--- src/rtl/serial_arith_pkg.sv ---
// Shared definitions for the bit-serial arithmetic blocks: state encoding,
// default operand width and the bit-counter width helper.
package serial_arith_pkg;

    localparam int DEFAULT_WIDTH = 4;

    typedef enum logic [1:0] {
        S_IDLE  = 2'd0,
        S_SHIFT = 2'd1,
        S_DONE  = 2'd2
    } state_e;

    // Counter must hold 0..WIDTH-1; never narrower than one bit.
    function automatic int cnt_width(input int w);
        return (w <= 2) ? 1 : $clog2(w);
    endfunction

endpackage

--- src/rtl/full_add_bit.sv ---
// One-bit full adder; shared by the serial adder and the future serial
// subtractor datapath.
module full_add_bit (
    input  logic x,
    input  logic y,
    input  logic cin,
    output logic s,
    output logic cout
);

    assign s    = x ^ y ^ cin;
    assign cout = (x & y) | (cin & (x ^ y));

endmodule

--- src/rtl/serial_adder.sv ---
// Bit-serial unsigned adder: operands shift out LSB-first through one full
// adder and a registered carry; {carry,sum} is published with a done pulse.
//
// Handshake: start is accepted on a rising edge only while ready=1; the
// result is valid in the single cycle where done=1 and holds until the next
// completion or reset.
module serial_adder
    import serial_arith_pkg::*;
#(
    parameter int WIDTH = DEFAULT_WIDTH
) (
    input  logic             clk,
    input  logic             rst,
    input  logic             start,
    input  logic [WIDTH-1:0] a,
    input  logic [WIDTH-1:0] b,
    output logic             ready,
    output logic             done,
    output logic [WIDTH-1:0] sum,
    output logic             carry,
    output logic [1:0]       dbg_state
);

    localparam int CW = cnt_width(WIDTH);
    localparam logic [CW-1:0] LAST = CW'(WIDTH - 1);

    state_e           state_q, state_d;
    logic [WIDTH-1:0] a_q, a_d;
    logic [WIDTH-1:0] b_q, b_d;
    logic [WIDTH-1:0] res_q, res_d;
    logic [WIDTH-1:0] sum_q, sum_d;
    logic             c_q, c_d;
    logic             carry_q, carry_d;
    logic [CW-1:0]    cnt_q, cnt_d;
    logic             fa_s, fa_cout;

    full_add_bit u_fa (
        .x   (a_q[0]),
        .y   (b_q[0]),
        .cin (c_q),
        .s   (fa_s),
        .cout(fa_cout)
    );

    always_comb begin
        state_d = state_q;
        a_d     = a_q;
        b_d     = b_q;
        res_d   = res_q;
        sum_d   = sum_q;
        c_d     = c_q;
        carry_d = carry_q;
        cnt_d   = cnt_q;
        case (state_q)
            S_IDLE: begin
                if (start) begin
                    a_d     = a;
                    b_d     = b;
                    res_d   = '0;
                    c_d     = 1'b0;
                    cnt_d   = '0;
                    state_d = S_SHIFT;
                end
            end
            S_SHIFT: begin
                // Result fills from the MSB so it is aligned after WIDTH shifts.
                a_d   = a_q >> 1;
                b_d   = b_q >> 1;
                res_d = {fa_s, res_q[WIDTH-1:1]};
                c_d   = fa_cout;
                cnt_d = cnt_q + CW'(1);
                if (cnt_q == LAST) begin
                    sum_d   = {fa_s, res_q[WIDTH-1:1]};
                    carry_d = fa_cout;
                    state_d = S_DONE;
                end
            end
            S_DONE:  state_d = S_IDLE;
            default: state_d = S_IDLE;
        endcase
    end

    always_ff @(posedge clk) begin
        if (rst) begin
            state_q <= S_IDLE;
            a_q     <= '0;
            b_q     <= '0;
            res_q   <= '0;
            sum_q   <= '0;
            c_q     <= 1'b0;
            carry_q <= 1'b0;
            cnt_q   <= '0;
        end else begin
            state_q <= state_d;
            a_q     <= a_d;
            b_q     <= b_d;
            res_q   <= res_d;
            sum_q   <= sum_d;
            c_q     <= c_d;
            carry_q <= carry_d;
            cnt_q   <= cnt_d;
        end
    end

    assign ready     = (state_q == S_IDLE);
    assign done      = (state_q == S_DONE);
    assign sum       = sum_q;
    assign carry     = carry_q;
    assign dbg_state = state_q;

endmodule

--- config.mk ---
export PLATFORM = sky130hd
export DESIGN_NAME = serial_adder
export DESIGN_NICKNAME = d
export VERILOG_FILES = /design/src/rtl/serial_arith_pkg.sv /design/src/rtl/full_add_bit.sv /design/src/rtl/serial_adder.sv
export SDC_FILE = /design/constraint.sdc
export NUM_CORES = 1
export LEC_CHECK = 0
export CORE_MARGIN = 4
export CORE_UTILIZATION = 45
export DETAILED_ROUTE_END_ITERATION = 12
export PLACE_DENSITY = 0.72
export SYNTH_ARGS = -nofsm -noshare
export SYNTH_HDL_FRONTEND = slang
export SYNTH_SLANG_ARGS = --single-unit
--- constraint.sdc ---
create_clock -name clk -period 1.3 [get_ports clk]
set_input_delay 0.26 -clock clk [delete_from_list [all_inputs] [get_ports clk]]
set_output_delay 0.26 -clock clk [all_outputs]
set_load 0.05 [all_outputs]
==> results of run 1 <==
-- final timing paths --
check	startpoint	cells after the start	end	slack, ns
max	dbg_state[1]$_SDFFE_PP0P_	3	done	0.03
max reg2reg	b_q[0]$_SDFFE_PP0P_	3	res_q[3]$_SDFFE_PP0P_	0.06
min reg2reg	res_q[1]$_SDFFE_PP0P_	2	sum[0]$_SDFFE_PP0P_	0.48
min	res_q[1]$_SDFFE_PP0P_	2	sum[0]$_SDFFE_PP0P_	0.48
-- power breakdown --
part / switching [uW] / internal, uW
sequential: 30.4 / 672
combinational: 114 / 122
clock: 188 / 119
total: 332 / 913
-- what timing repair did --
action                                  4_1_cts  5_1_grt
resized for setup                             1        0
hold endpoints to repair                      0        0
endpoints found under the setup margin        2        3
pin swaps                                     2        2
setup buffers                                 4        3
hold buffers                                  0        0
cloned                                        0        0
-- stage by stage --
stage	cell area [um^2]	setup slack (ns)	cells
floorplan	932.1	-0.001436	99
global placement	1235	-0.1003	142
detailed placement	1235	-0.1408	142
CTS	1306	0.0005691	150
global route	1329	-0.02928	153
finish	1329	0.02733	153
-- Yosys cell counts --
master | count | area (um^2)
inv_1 | 3 | 11.26
o221a_1 | 3 | 33.78
fa_1 | 1 | 20.02
o21ai_0 | 1 | 5.000
nor2_1 | 16 | 60.06
clkbuf_1 | 2 | 7.510
ha_1 | 1 | 12.51
a22oi_1 | 5 | 37.54
dfxtp_1 | 21 | 420.4
a32oi_1 | 2 | 17.52
and2b_4 | 1 | 10.01
nor2_2 | 1 | 6.260
o22ai_1 | 4 | 25.02
nor3_1 | 1 | 5.000
a2111oi_2 | 1 | 15.01
buf_4 | 2 | 15.01
nand2b_2 | 1 | 8.760
nand3_1 | 5 | 25.02
nand2_1 | 6 | 22.52
nor2b_1 | 1 | 6.260
o21bai_4 | 1 | 18.77
a211oi_1 | 2 | 15.01
inv_2 | 2 | 7.510
a21oi_1 | 10 | 50.05
buf_2 | 1 | 5.000
nand2b_1 | 1 | 6.260
mux2i_1 | 1 | 10.01
nand3b_1 | 1 | 7.510
buf_6 | 1 | 11.26
or3b_1 | 1 | 8.760
-- worst max-delay path, delay by kind of cell, from the launching register on --
kind          cells  cell delay [ns]
simple gates      1             0.09
buf+inv           2             0.19
flops             1             0.43
-- flip-flops by register name (all words and copies together) (netlist names) --
signal     flops
a_q            4
b_q            4
sum            4
res_q          3
cnt_q          2
dbg_state      2
c_q            1
carry          1
-- kinds of logic after synthesis --
family / synth area share, %
flops: 46.47
simple gates: 18.40
fa+ha+maj: 3.596
compound gates: 24.07
mux: 1.107
buf+inv: 6.362
-- routing by layer --
layer | track usage (%) | part of all wire [%]
met5 | 0 | 0
met4 | 6.809 | 0.60
met3 | 2.849 | 3.6
met2 | 29.34 | 51
met1 | 19.90 | 44
-- final cells by class --
class	count	share of cell area [%]
sequential	21	32.20
inverter	5	1.601
clock buffer	4	1.977
multi-input combinational	67	33.05
tap	25	2.354
timing repair buffer	31	28.81
==> metrics.txt, run 1 <==
Util after Layout 72.99%; clk_lat worst skew 0.29 ns; Via density 5.366; Hold Slack 0.4762 ns; CP arrival 1.01 ns; clk sinks 21; most frequent cells in the layout 19 x dfxtp_1, 15 x nor2_1, 11 x buf_4; IO buf count 19; CP Launch Type flip-flop; Worst path slowest cell dfxtp_4; cts bufs inserted 3; worst slew pin tran 0.2668 ns; fmax 0.7857 GHz; CTS tree done; Worst Hold Class reg -> reg; # nets final 142; Diodes inserted 0; Mean Syn Cell Area 9.138 um^2; area of the multi-input gates 439.2 um^2; antenna violations before repair 0; Synthesized Nets 112; total global-route track usage 16.75%; htree depth 1; Slew headroom 82.16%; pin count of the biggest net entering global routing 14; Worst Path Required 1.04 ns; Setup Skew 0.002448 ns; final clock period utilization by the worst path 97.90%; Root Driver clkbuf_4; wire per inst 14.12 um; RSZ-0062 raised after global routing yes; Synth Warn # 0; Vias 821; sequential standard cell area 427.9 um^2; hpwl dp 1.482 mm; CP cell instances inv_4, nor2_4, buf_12; worst-path fanout max 4; Setup-failing EPs final 0; # IOs 20; Filler cells 142; Die W 52.84 um; DRT antenna net count 0; GP Congestion 0.7415; first-pass GRT wire length 3.484 mm; post-layout min period 1.273 ns; max-cap viol count 0; floorplan core area 1821 um^2; Clk pin slew, worst setup/hold paths 0.11 ns; Setup TNS 0 ns; Pwr Total 1246 uW; area grow syn2layout 46.89%; clock buffer depth 2; Crit. End Element output port; # DRC 0; pwr dens 937.6 nW/um^2; number of global-route vias before repair 807; most common cell after layout, fill and taps aside dfxtp_1; Post-Syn Area 904.6 um^2; Setup CP Type reg -> out; Mapped Cells 99; Synth cell types 30; Peak VDD IR 0.0007575 V; final WL 2.161 mm; Rows 15; initial core utilization 49.69%; status completed; layout cells sized above 1 26.56%; grt ovf 0; die height 52.84 um; Pre-antenna DRT Iters 4; Seq cells post-synth 21; Static Leakage 0.0005076 uW; crit-path max cell delay 0.43 ns; Max Slew Vio Count 0; 1st-iter DRT viols 22; DIE AREA 2792 um^2; Seq/Total Area, Yosys 46.47%; final hold vios 0
(Power assumes the default switching activity.)
==> run 2: changes to the inputs <==
--- a/config.mk
+++ b/config.mk
@@ -6,9 +6,11 @@
 export NUM_CORES = 1
 export LEC_CHECK = 0
 export CORE_MARGIN = 4
-export CORE_UTILIZATION = 45
+export CORE_UTILIZATION = 51
+export CTS_BUF_LIST = sky130_fd_sc_hd__clkbuf_8
 export DETAILED_ROUTE_END_ITERATION = 12
-export PLACE_DENSITY = 0.72
+export PLACE_DENSITY = 0.81
+export SETUP_SLACK_MARGIN = 0.5
 export SYNTH_ARGS = -nofsm -noshare
 export SYNTH_HDL_FRONTEND = slang
 export SYNTH_SLANG_ARGS = --single-unit
==> metrics.txt, run 2 (synthesis results as in run 1) <==
clock buffer depth 2; # nets final 146; R2R Path Start dbg_state[1]$_SDFFE_PP0P_; first-pass GRT wire length 5.375 mm; Peak VDD IR 0.001116 V; DIE AREA 2512 um^2; CP endpoint done; Root Driver clkbuf_8; Diodes inserted 0; Final WS setup 0.03687 ns; Setup CP Type reg -> out; 1st-iter DRT viols 83; CTS tree done; final hold vios 0; reg2reg setup slack 0.05 ns; pin count of the biggest net entering global routing 14; status completed; clock share of power 30.2%; IO buf count 19; worst slew pin tran 0.4013 ns; htree depth 1; Pre-antenna DRT Iters 4; # IOs 20; Worst R2R Path Depth 4; clk_lat worst skew 0.26 ns; total global-route track usage 28.64%; RSZ-0062 raised after global routing yes; most frequent cells in the layout 14 x nor2_1, 11 x buf_4, 10 x dfxtp_2, 10 x buf_12, 9 x dfxtp_1; Worst Path Required 1.04 ns; Rows 14; final clock period utilization by the worst path 97.16%; antenna violations before repair 0; Hold Slack 0.5111 ns; CTS hold repair buffers 0; hpwl dp 1.711 mm; final WL 3.685 mm; Filler cells 28; pwr dens 969.4 nW/um^2; Reg power frac 48.3%; Pwr Total 1493 uW; clk sinks 21; grt ovf 0; Via density 6.404; Worst Hold Class reg -> reg; CP arrival 1.00 ns; initial core utilization 56.75%; Sw Ratio 30.02%; fmax 0.7917 GHz; most common cell after layout, fill and taps aside nor2_1; Clk pin slew, worst setup/hold paths 0.08 ns; Static Leakage 0.0005611 uW; worst reg2reg path endpoint b_q[0]$_SDFFE_PP0P_; Hold Path Origin sum[2]$_SDFFE_PP0P_; die height 50.12 um; Setup-failing EPs final 0; proportion of power drawn by combinational gates 21.5%; Pint 1045 uW; cts bufs inserted 3; max-cap viol count 0; DRT antenna net count 0; area grow syn2layout 70.26%; worst-path fanout max 7; layout cells sized above 1 54.55%; Max Slew Vio Count 0; number of global-route vias before repair 1089; Slew headroom 73.25%; Die W 50.12 um; wire per inst 23.62 um; switching pwr 448.2 uW; CP Launch Type flip-flop; crit path launch dbg_state[1]$_SDFFE_PP0P_; Place WS -0.2440 ns; # DRC 0; GP Congestion 0.8493; Setup Skew 0.004229 ns; Vias 999; Crit. End Element output port; post-layout min period 1.263 ns; floorplan core area 1594 um^2
[run 2: worst max-delay path, stage by stage, from the launching register on]
cell,delay [ns]
dfxtp_4,0.44
inv_4,0.06
nor2_4,0.10
buf_12,0.14
[run 2: worst min path at each step]
stage | endpoint | cells past startpoint
after floorplan | a_q[0]$_SDFFE_PP0P_ | 1
after global placement | sum[3]$_SDFFE_PP0P_ | 2
after detailed placement | sum[2]$_SDFFE_PP0P_ | 2
after CTS | sum[0]$_SDFFE_PP0P_ | 2
after global routing | carry$_SDFFE_PP0P_ | 2
final | sum[2]$_SDFFE_PP0P_ | 2
[run 2: cell type report]
class / count / area (um^2) / share of cell area, %
Clock buffer: 3 / 41.29 / 2.681
Clock inverter: 1 / 5.005 / 0.3249
Inverter: 5 / 21.27 / 1.381
Multi-Input combinational cell: 67 / 576.8 / 37.45
Sequential cell: 21 / 440.4 / 28.59
Tap cell: 24 / 30.03 / 1.950
Timing Repair Buffer: 35 / 425.4 / 27.62
[run 2: power groups by stage]
stage | combinational [uW] | sequential [uW] | clock, uW
finish | 321 | 721 | 452
global route | 337 | 722 | 472
CTS | 278 | 712 | 430
detailed placement | 233 | 726 | 0
global placement | 223 | 723 | 0
floorplan | 154 | 716 | 0
[run 2: per-layer routing]
metal	vias to the layer above	share of wire (%)	track usage (%)
met3	21	11	5.422
met5	-	0	0
met2	99	49	51.96
met4	0	4.9	15.67
li1	416	-	-
met1	463	35	30.81
[run 2: what timing repair did]
| action | CTS | global route |
|---|---|---|
| setup endpoints to repair | 30 | 30 |
| resized for setup | 17 | 12 |
| cloned | 0 | 0 |
| setup buffers | 9 | 2 |
| endpoints found under the hold margin | 0 | 0 |
| pin swaps | 16 | 8 |
[run 2: metrics by stage]
step / std cells / cell area (um^2) / utilization (%) / TNS, ns
floorplan: 99 / 991.0 / - / -0.002824
global placement: 141 / 1301 / 81.63 / -1.612
detailed placement: 141 / 1301 / 81.63 / -2.489
CTS: 154 / 1478 / 92.70 / 0
global route: 156 / 1540 / 96.62 / -0.03060
finish: 156 / 1540 / 96.62 / 0
==> run 3: changes to the inputs <==
--- a/config.mk
+++ b/config.mk
@@ -11,6 +11,7 @@
 export DETAILED_ROUTE_END_ITERATION = 12
 export PLACE_DENSITY = 0.81
 export SETUP_SLACK_MARGIN = 0.5
+export SLEW_MARGIN = 20
 export SYNTH_ARGS = -nofsm -noshare
 export SYNTH_HDL_FRONTEND = slang
 export SYNTH_SLANG_ARGS = --single-unit
==> results of run 3 <==
Same layout as run 2: the final DEF is identical, and so are final timing and power.
